==> src/rtl/spi_ram_master.sv <==
// rtl/spi_ram_master.sv - SPI mode-0 master running single-byte READ (0x03) / WRITE (0x02) on an 8-bit-address SPI RAM
// Optional SPI_WREN_EN: each WRITE is preceded by a separate one-byte WREN (0x06) frame.
module spi_ram_master #(
  parameter int unsigned CLK_DIV = 2
) (
  input  logic       clk,
  input  logic       rst_n,
  input  logic       start,
  input  logic       we,
  input  logic [7:0] addr,
  input  logic [7:0] wdata,
  output logic [7:0] rdata,
  output logic       busy,
  output logic       done,
  output logic       cs_n,
  output logic       mosi,
  input  logic       miso,
  output logic       sck
);
  typedef enum logic [2:0] {S_IDLE, S_SETUP, S_SHIFT, S_HOLD, S_GAP} state_t;
  localparam logic [3:0] DIV_LAST = 4'(CLK_DIV - 1);

  state_t      state_q, state_d;
  logic [3:0]  div_q, div_d;
  logic [4:0]  bit_q, bit_d;
  logic [23:0] sr_q, sr_d;
  logic [7:0]  rx_q, rx_d, rdata_q, rdata_d;
  logic        we_q, we_d, sck_q, sck_d, cs_n_q, cs_n_d;
  logic        busy_q, busy_d, done_q, done_d;
  logic        div_end;
  logic [4:0]  bit_last;

`ifdef SPI_WREN_EN
  logic        wren_q, wren_d;
  logic [15:0] wr_q, wr_d;  // addr/wdata parked while the WREN frame runs
  assign bit_last = wren_q ? 5'd7 : 5'd23;
`else
  assign bit_last = 5'd23;
`endif

  assign div_end = (div_q == DIV_LAST);

  always_comb begin
    state_d = state_q;
    div_d   = div_q + 4'd1;
    bit_d   = bit_q;
    sr_d    = sr_q;
    rx_d    = rx_q;
    rdata_d = rdata_q;
    we_d    = we_q;
    sck_d   = sck_q;
    cs_n_d  = cs_n_q;
    busy_d  = busy_q;
    done_d  = 1'b0;
`ifdef SPI_WREN_EN
    wren_d  = wren_q;
    wr_d    = wr_q;
`endif
    case (state_q)
      S_IDLE: begin
        div_d = '0;
        bit_d = '0;
        if (start) begin
          state_d = S_SETUP;
          we_d    = we;
          busy_d  = 1'b1;
          cs_n_d  = 1'b0;
          sr_d    = {(we ? 8'h02 : 8'h03), addr, (we ? wdata : 8'h00)};
`ifdef SPI_WREN_EN
          wr_d   = {addr, wdata};
          wren_d = we;
          if (we) sr_d = {8'h06, 16'h0000};
`endif
        end
      end
      S_SETUP: begin
        if (div_end) begin
          state_d = S_SHIFT;
          div_d   = '0;
        end
      end
      S_SHIFT: begin
        // Each phase lasts CLK_DIV cycles; sample on the rising toggle, shift on the falling one
        if (div_end) begin
          div_d = '0;
          sck_d = ~sck_q;
          if (!sck_q) begin
            rx_d = {rx_q[6:0], miso};
          end else begin
            sr_d  = {sr_q[22:0], 1'b0};
            bit_d = bit_q + 5'd1;
            if (bit_q == bit_last) state_d = S_HOLD;
          end
        end
      end
      S_HOLD: begin
        if (div_end) begin
          state_d = S_GAP;
          div_d   = '0;
          cs_n_d  = 1'b1;
`ifdef SPI_WREN_EN
          if (!wren_q) begin
            done_d = 1'b1;
            if (!we_q) rdata_d = rx_q;
          end
`else
          done_d = 1'b1;
          if (!we_q) rdata_d = rx_q;
`endif
        end
      end
      S_GAP: begin
        if (div_end) begin
          div_d = '0;
`ifdef SPI_WREN_EN
          if (wren_q) begin
            wren_d  = 1'b0;
            state_d = S_SETUP;
            cs_n_d  = 1'b0;
            bit_d   = '0;
            sr_d    = {8'h02, wr_q};
          end else begin
            state_d = S_IDLE;
            busy_d  = 1'b0;
          end
`else
          state_d = S_IDLE;
          busy_d  = 1'b0;
`endif
        end
      end
      default: state_d = S_IDLE;
    endcase
  end

  always_ff @(posedge clk or negedge rst_n) begin
    if (!rst_n) begin
      state_q <= S_IDLE;
      div_q   <= '0;
      bit_q   <= '0;
      sr_q    <= '0;
      rx_q    <= '0;
      rdata_q <= '0;
      we_q    <= 1'b0;
      sck_q   <= 1'b0;
      cs_n_q  <= 1'b1;
      busy_q  <= 1'b0;
      done_q  <= 1'b0;
`ifdef SPI_WREN_EN
      wren_q  <= 1'b0;
      wr_q    <= '0;
`endif
    end else begin
      state_q <= state_d;
      div_q   <= div_d;
      bit_q   <= bit_d;
      sr_q    <= sr_d;
      rx_q    <= rx_d;
      rdata_q <= rdata_d;
      we_q    <= we_d;
      sck_q   <= sck_d;
      cs_n_q  <= cs_n_d;
      busy_q  <= busy_d;
      done_q  <= done_d;
`ifdef SPI_WREN_EN
      wren_q  <= wren_d;
      wr_q    <= wr_d;
`endif
    end
  end

  assign rdata = rdata_q;
  assign busy  = busy_q;
  assign done  = done_q;
  assign cs_n  = cs_n_q;
  assign sck   = sck_q;
  assign mosi  = sr_q[23] & ~cs_n_q;
endmodule

==> config.mk <==
export PLATFORM = sky130hd
export DESIGN_NAME = spi_ram_master
export DESIGN_NICKNAME = d
export VERILOG_FILES = /design/src/rtl/spi_ram_master.sv
export SDC_FILE = /design/constraint.sdc
export NUM_CORES = 1
export LEC_CHECK = 0
export ABC_AREA = 1
export CAP_MARGIN = 20
export CORE_MARGIN = 2
export CORE_UTILIZATION = 25
export DETAILED_ROUTE_END_ITERATION = 10
export PLACE_DENSITY = 0.42
export SLEW_MARGIN = 25
export SYNTH_ARGS = -nofsm -noshare
export SYNTH_HDL_FRONTEND = slang
export SYNTH_SLANG_ARGS = --single-unit
export TNS_END_PERCENT = 30
==> constraint.sdc <==
create_clock -name clk -period 2.35 [get_ports clk]
set_input_delay 0.3525 -clock clk [delete_from_list [all_inputs] [get_ports clk]]
set_output_delay 0.3525 -clock clk [all_outputs]
set_load 0.1 [all_outputs]
== Yosys cells after proc, flatten, opt, wreduce, memory -nomap -nowiden ==
Cells that the tools add are included.

* Add/sub/neg operators: 2
* Bitwise logic cells: 4
* Equal/unequal tests: 13
* Muxes and demuxes: 27
* Reductions and logical operators: 14

{| class="wikitable"
|+ Operator list
! kind !! number
|-
| two-way mux 24 bit || 3
|-
| one-hot mux 24 bit (2 select lines) || 1
|-
| two-way mux 3 bit || 7
|-
| one-hot mux 3 bit (5 select lines) || 1
|-
| AND reduction 3 bit || 5
|-
| != test 2 bit (second input constant) || 7
|-
| two-way mux 5 bit || 2
|-
| one-hot mux 5 bit (2 select lines) || 1
|-
| two-way mux 8 bit || 1
|-
| one-hot mux 4 bit (2 select lines) || 1
|-
| two-way mux 1 bit || 7
|-
| AND reduction 7 bit || 1
|-
| == test 3 x 2 -> 1 bit (second input constant) || 2
|-
| nonzero test 2 bit || 3
|-
| adder 5 x 1 -> 5 bit (second input constant) || 1
|-
| == test 5 bit (second input constant) || 1
|-
| adder 4 x 1 -> 4 bit (second input constant) || 1
|-
| == test 4 x 1 -> 1 bit (second input constant) || 1
|-
| two-way mux 4 bit || 1
|-
| one-hot mux 1 bit (2 select lines) || 2
|-
| AND reduction 2 bit || 2
|-
| AND reduction 4 bit || 1
|-
| OR reduction 4 bit || 1
|-
| == test 3 x 1 -> 1 bit (second input constant) || 1
|-
| other kinds (4) || 6
|}

* Input bits: 21
* Logic and storage cells: 71
* Output and inout bits: 13
* Flip-flop bits (word level): 57

== Longest topological paths before layout ==
Gate-level depths: netlist of the first run.

* Depth after elaboration: 5
* Gate-level depth with buffers: 10
* Mapped depth without buffers: 9

== Least setup slack after synthesis of the first run ==
OpenSTA, ideal clock, no wires.

* Path type: register to output
* Start point: register cs_n_q, in the netlist cs_n
* End point: output mosi
* Buffers on the path: 0
* Stages on the path, launching flop included: 2
* Data required time: 1.997 ns
* Arrival: 1.859 ns
* Path slack: 0.138 ns
* Cells stage by stage: dfstp_2 -> nor2_1

* Longest elaborated chain between the ends: 2

{| class="wikitable"
|+ Ends and longest elaborated chain
! what !! line !! RTL
|-
| from (decl) || 28 || <nowiki>logic we_q, we_d, sck_q, sck_d, cs_n_q, cs_n_d;</nowiki>
|-
| from (signal assigned) || 162 || <nowiki>cs_n_q <= cs_n_d;</nowiki>
|-
| NOT 1 bit || 177 || <nowiki>assign mosi = sr_q[23] & ~cs_n_q;</nowiki>
|-
| bitwise AND 1 bit || 177 ||
|-
| to (decl) || 16 || <nowiki>output logic mosi,</nowiki>
|}

No other way between the ends.

== Final worst setup path of the first run ==
* Start point: register state_q[0]
* End point: register sr_q[11]

* Longest elaborated chain between the ends: 3
* Elaborated cells between the ends (all ways): 8
* Classes of those cells: eq/ne: 4; mux: 1; reduce/logical: 3

{| class="wikitable"
|+ Ends and longest elaborated chain
! what !! line !! RTL
|-
| from (decl) || 23 || <nowiki>state_t state_q, state_d;</nowiki>
|-
| from (signal assigned) || 154 || <nowiki>state_q <= state_d;</nowiki>
|-
| == test 3 x 2 -> 1 bit / logical NOT 3 bit (equally long branches) || 59 || <nowiki>case (state_q)</nowiki>
|-
| != test 2 bit (no line) / nonzero test 2 bit (equally long branches) || n/a ||
|-
| AND reduction 4 bit (no line) || n/a ||
|-
| to (signal assigned) || 157 || <nowiki>sr_q <= sr_d;</nowiki>
|-
| to (decl) || 26 || <nowiki>logic [23:0] sr_q, sr_d;</nowiki>
|}

Several ways; a longest one is shown, not always the timed one.
A chain may end at the register's enable or synchronous reset.

==> run summary, run 1 <==
Worst Path Max Fanout: 24
Routed vias/inst: 4.25
Core Footprint: 0.0113 sq mm
Post-cts resize count: 0
Register area share after synthesis: 50.0%
Synth Area per Inst: 8.34 sq um
CTS tree: built
CTS Buf Count: 9
DR pass1 iterations: 4
Worst Skew: 0.00544 ns
Syn Std Cell Area: 0.00285 sq mm
Routability cong.: 0.687
Worst R2R Setup Slack: 0.54 ns
Die Area: 0.0123 sq mm
Reg2reg end: sr_q[11]
Final WS setup: 0.540 ns
Clock Path Buffers: 2
Int Power: 2.70 mW
Hold Violations, Final: 0
Post-route cell area: 0.00355 sq mm
Antenna violations before repair: 0
Fin util: 31.5%
TritonCTS Sinks: 57
Slew HR: 54.8%
Die H: 111 microns
Data required, critical path: 2.60 ns
Layout cells sized above 1: 17.3%
Flip-flop and latch area: 0.00143 sq mm
Skew-Pair Late Insertion Delay: 0.32 ns
Nets: 401
Antenna fix cells: 0
PD cells: 1360 mW/mm^2
Clock root buffer: clkbuf_16
Global router's overall resource usage: 11.1%
Finished Layout Cells: 525
Fmax achieved: 553 MHz
First-pass GRT wire length: 11000 microns
1st-iter DRT viols: 109
Worst Tran Pin Value: 0.677 ns
Drt total wl: 6400 microns
Total Power: 4.82 mW
NetSw: 2.12 mW
Final setup TNS: 0 ns
Post-CTS setup buffers: 0
Max VDD drop: 0.476 mV
Worst reg2reg path depth: 8
Initial core utilization: 25.3%
Clock Power Share: 27.1%
Pins over their slew limit: 0
Cell area after placement: 0.00325 sq mm
Post-Syn Instances: 342
Grt total ovfl: 0
Hold buffer count at CTS: 0
Yosys warnings: 0
Synth unique cells: 29
Syn-to-layout area delta: 24.5%
Reg2reg start: state_q[0]
Dpl ws: 0.536 ns
Critical Path Sink Type: flip-flop
Worst setup SP type: flip-flop
HPWL Detailed: 4220 microns
Leak: 1.76 nW
RSZ-0062 raised after global routing: no
DIE WIDTH: 111 microns
Fin crit share: 77.0%
Sequential share of power: 31.1%
Site row count: 39
Worst hold path type: primary input to asynchronous set/reset pin
Comb pwr share: 41.8%
H-tree depth: 3
Antenna viol nets, final: 0
Largest net degree at the start of global routing: 27
IO Port Bufs: 33
Vias in the first global route: 2313
Register bit total from synthesis: 57
Post-layout min period: 1.81 ns
# placed instances: 509
Status: finished, final reports clean
Worst Hold Margin: 0.0723 ns
Top Ports: 34
Residual DRC count: 0
Kind of critical path: flip-flop to flip-flop
Net Count, Synth: 366
Setup violators final: 0
Critical Path AT: 2.06 ns
Multi-input logic area: 0.00121 sq mm
Clk pin slew, worst setup/hold paths: 0.05 ns
Switching share of power: 43.9%
Via count: 2229
Filler cells: 1177
Wire per inst: 12.2 microns
Max Cap Viol: 0
## cells in the mapped netlist (all sizes together)
master | number | share of area (%)
o21ai | 20 | 3.5
nand3 | 41 | 7.6
clkbuf | 1 | 0.13
xor2 | 1 | 0.31
nand3b | 7 | 1.8
nand2 | 151 | 23
a21boi | 1 | 0.26
dfstp | 1 | 0.92
ha | 3 | 1.3
buf | 13 | 4.2
clkinv | 1 | 0.18
or2 | 1 | 0.22
xnor2 | 1 | 0.31
o21bai | 1 | 0.26
inv | 23 | 3.2
dfrtp | 56 | 49
nand4 | 1 | 0.22
nor3 | 1 | 0.18
nor2 | 18 | 2.9
## state kept, by name (all words and copies together), names as in the netlist
signal	cells
cs_n	1
busy	1
rdata	8
we_q	1
bit_q	5
sck	1
state_q	3
div_q	4
rx_q	8
done	1
sr_q	24
## area by class of cell
| class | count | area share [%] |
|---|---|---|
| Clock inverter | 3 | 1.13 |
| Clock buffer | 13 | 7.33 |
| Tap cell | 143 | 5.04 |
| Multi-Input combinational cell | 247 | 34.0 |
| Sequential cell | 57 | 40.2 |
| Timing Repair Buffer | 38 | 9.65 |
| Inverter | 24 | 2.71 |
## cell families (layout without fill, tap and decap cells)
family | Yosys count | in the layout | share of synthesized area [%]
flip-flops | 57 | 57 | 50.0
AND/OR/NAND/NOR | 220 | 220 | 36.3
AO/OA/AOI/OAI | 22 | 22 | 4.03
XOR/XNOR | 2 | 2 | 0.614
buffers and inverters | 38 | 78 | 7.72
adder cells (fa/ha/maj) | 3 | 3 | 1.32
## placed cells by master (no fill, tap or decap), drive strengths merged, types with 3 or more instances in the layout
cell type,instances
dfrtp,56
buf,19
inv,23
clkdlybuf4s50,19
clkbuf,13
nand3,41
nand3b,7
o21ai,20
nand2,151
ha,3
nor2,18
clkinv,3
## power groups by stage
stage               Sequential, mW  Clock [mW]  Combinational, mW
finish                        1.50        1.31               2.02
global route                  1.54        1.40               2.26
CTS                           1.50        1.35               2.05
detailed placement            1.51           0               2.05
floorplan                     1.81           0               1.47
global placement              1.51           0               2.04
## critical path: stages, from the launching register on
cell	delay [ns]
dfrtp_1	0.45
nor2_4	0.22
nand2_4	0.22
clkinv_2	0.10
nand2_2	0.07
nand2_4	0.22
buf_4	0.26
nand3_1	0.11
nand2_1	0.09
## worst max path at each step
stage,to,cells past startpoint,startpoint,slack [ns]
2_1_floorplan,mosi,1,cs_n,0.14
3_3_place_gp,sr_q[11],8,state_q[2],0.55
3_5_place_dp,sr_q[11],8,state_q[0],0.54
4_1_cts,sr_q[11],8,state_q[0],0.52
5_1_grt,sr_q[11],8,state_q[2],0.38
6_report,sr_q[11],8,state_q[0],0.54
## per-layer routing
metal	routed length [microns]	track usage (%)
met1	3130	14.3
met2	3000	18.0
met3	218	3.34
met4	57	3.75
met5	0	0
No activity file was read; power rests on OpenSTA's default activity.
==> run 2, diff against run 1 <==
--- a/config.mk
+++ b/config.mk
@@ -10,7 +10,7 @@
 export CORE_MARGIN = 2
 export CORE_UTILIZATION = 25
 export DETAILED_ROUTE_END_ITERATION = 10
-export PLACE_DENSITY = 0.42
+export PLACE_DENSITY = 0.44
 export SLEW_MARGIN = 25
 export SYNTH_ARGS = -nofsm -noshare
 export SYNTH_HDL_FRONTEND = slang
==> constraint.sdc (replaced) <==
create_clock -name clk -period 1.6 [get_ports clk]
set_input_delay 0.24 -clock clk [delete_from_list [all_inputs] [get_ports clk]]
set_output_delay 0.24 -clock clk [all_outputs]
set_load 0.1 [all_outputs]
==> run 2 against run 1 <==
Routed wire length up 1.1%; via count up 1.7%; critical path depth unchanged; sequential power up 48%.
==> run summary, run 2 (synthesis results as in run 1) <==
Status: finished, final reports clean
Most common cell after layout, fill and taps aside: nand2_1
Clock root buffer: clkbuf_16
Antenna viol nets, final: 0 (unchanged)
Max FFs per register: 24 (unchanged)
TritonCTS Sinks: 57 (unchanged)
1st-iter DRT viols: 128 (+17%)
Die Area: 0.0123 sq mm (unchanged)
CP Cell Sequence: ha_1 -> nand2_1 -> inv_2 -> nand2_4 -> nand2_8 -> buf_12 -> nand3_1 -> nand2_1
Pins over their slew limit: 0 (unchanged)
CTS Buf Count: 9 (unchanged)
Worst Hold Margin: 0.450 ns (+0.378 ns)
Most frequent cells in the layout: nand2_1, dfrtp_1, nand3_1
HPWL Detailed: 4080 microns (-3.2%)
Post-layout min period: 1.44 ns (-0.369 ns)
Nets: 413 (+3.0%)
Worst setup SP type: flip-flop
Max Cap Viol: 0 (unchanged)
Critical Path Sink Type: flip-flop
Leak: 1.86 nW (+5.9%)
Antenna violations before repair: 0 (unchanged)
Filler cells: 1201 (+2.0%)
RSZ-0062 raised after global routing: no
Wire per inst: 12.1 microns (-1.2%)
Hold Violations, Final: 0 (unchanged)
Largest net degree at the start of global routing: 58 (+110%)
Critical path's top delay family: simple AND/OR/NAND/NOR gates
Vias in the first global route: 2196 (-5.1%)
PD cells: 1980 mW/mm^2 (+46%)
Core Footprint: 0.0113 sq mm (unchanged)
Cell mode on critical path: nand2_1
Top Ports: 34 (unchanged)
Slowest cell delay on critical path: 0.41 ns (-0.04 ns)
Critical Path AT: 1.66 ns (-0.40 ns)
Slew HR: 78.8% (+24 points)
Worst hold path type: primary input to asynchronous set/reset pin
Fmax achieved: 694 MHz (+26%)
Residual DRC count: 0 (unchanged)
Layout cells sized above 1: 20.8% (+3.5 points)
Kind of critical path: flip-flop to flip-flop
Final setup TNS: 0 ns (unchanged)
Site row count: 39 (unchanged)
WP buf/inv: 2 (unchanged)
CTS tree: built
Max VDD drop: 0.768 mV (+61%)
Skew-Pair Late Insertion Delay: 0.33 ns (about the same)
Clock Path Buffers: 2 (unchanged)
CP max-delay cell: dfrtp_1
Drt total wl: 6470 microns (+1.1%)
Data required, critical path: 1.82 ns (-0.78 ns)
DR pass1 iterations: 4 (unchanged)
Worst Tran Pin Value: 0.317 ns (-0.360 ns)
Via count: 2266 (+1.7%)
Multi-input logic area: 0.00123 sq mm (+2.3%)
First-pass GRT wire length: 10500 microns (-4.8%)
Global router's overall resource usage: 10.8% (-0.39 points)
Initial core utilization: 25.3% (unchanged)
H-tree depth: 3 (unchanged)
Post-route cell area: 0.00384 sq mm (+8.2%)
Clk pin slew, worst setup/hold paths: 0.06 ns (about the same)
Antenna fix cells: 0 (unchanged)
Die H: 111 microns (unchanged)
Worst Skew: 0.00863 ns (+0.00320 ns)
Most flops, register: sr_q
DIE WIDTH: 111 microns (unchanged)
Fin crit share: 90.1% (+13 points)
Setup violators final: 0 (unchanged)
Routability cong.: 0.694 (+1.2%)
Cell area after placement: 0.00352 sq mm (+8.3%)
Flip-flop and latch area: 0.00143 sq mm (about the same)
IO Port Bufs: 33 (unchanged)
Worst Path Max Fanout: 24 (unchanged)
Routed vias/inst: 4.22 (-0.61%)
Syn-to-layout area delta: 34.6%
Grt total ovfl: 0 (unchanged)
[run 2: report_power, final]
group          switching (mW)  internal, mW
clock                   0.688          1.04
combinational            2.35          1.33
sequential              0.328          1.89
[run 2: final timing paths]
kind	startpoint	to	slack (ns)	cells after the start
worst max-delay path	div_q[0]	sr_q[1]	0.16	8
worst min-delay path	rst_n	sr_q[8]	0.45	3
worst max register to register	div_q[0]	sr_q[1]	0.16	8
worst min register to register	sr_q[15]	sr_q[15]	0.47	2
max in group asynchronous	rst_n	cs_n	0.85	3
min in group clk	sr_q[15]	sr_q[15]	0.47	2
[run 2: per-stage QoR]
| stage | utilization (%) | cells | setup WS, ns | total power [mW] |
|---|---|---|---|---|
| detailed placement | 31.3 | 518 | 0.0563 | 5.80 |
| floorplan | - | 342 | -0.0404 | 4.82 |
| global placement | 31.3 | 518 | 0.0629 | 5.77 |
| CTS | 33.8 | 535 | 0.0667 | 7.58 |
| finish | 34.1 | 537 | 0.159 | 7.62 |
| global route | 34.1 | 537 | 0.0395 | 8.14 |
[run 2: layout make-up]
class                   instances  share of cell area, %
flip-flops and latches         57                   37.2
multi-input cells             248                   32.1
repair buffers                 49                   16.4
clock buffers                   9                   5.86
well taps                     143                   4.66
inverters                      24                   2.51
clock inverters                 7                   1.24
[run 2: repair_timing]
action / 4_1_cts / 5_1_grt
hold buffers: 1 / 0
setup endpoints to repair: 0 / 25
gates resized for setup: 0 / 4
endpoints found under the hold margin: 56 / 0
setup buffers: 0 / 1
[run 2: worst reg2reg max path: cells and delay by family, from the launching register on]
| kind | cells | cell delay, ns |
|---|---|---|
| adder cells (fa/ha/maj) | 1 | 0.21 |
| buffers and inverters | 2 | 0.27 |
| flip-flops | 1 | 0.41 |
| AND/OR/NAND/NOR | 5 | 0.44 |
[run 2: layer usage]
layer | up-vias | routed length (microns) | global-route usage, %
li1 | 1172 | - | -
met1 | 1064 | 3180 | 13.6
met4 | 0 | 82 | 4.08
met5 | - | 0 | 0
met2 | 24 | 2930 | 16.4
met3 | 6 | 280 | 4.54
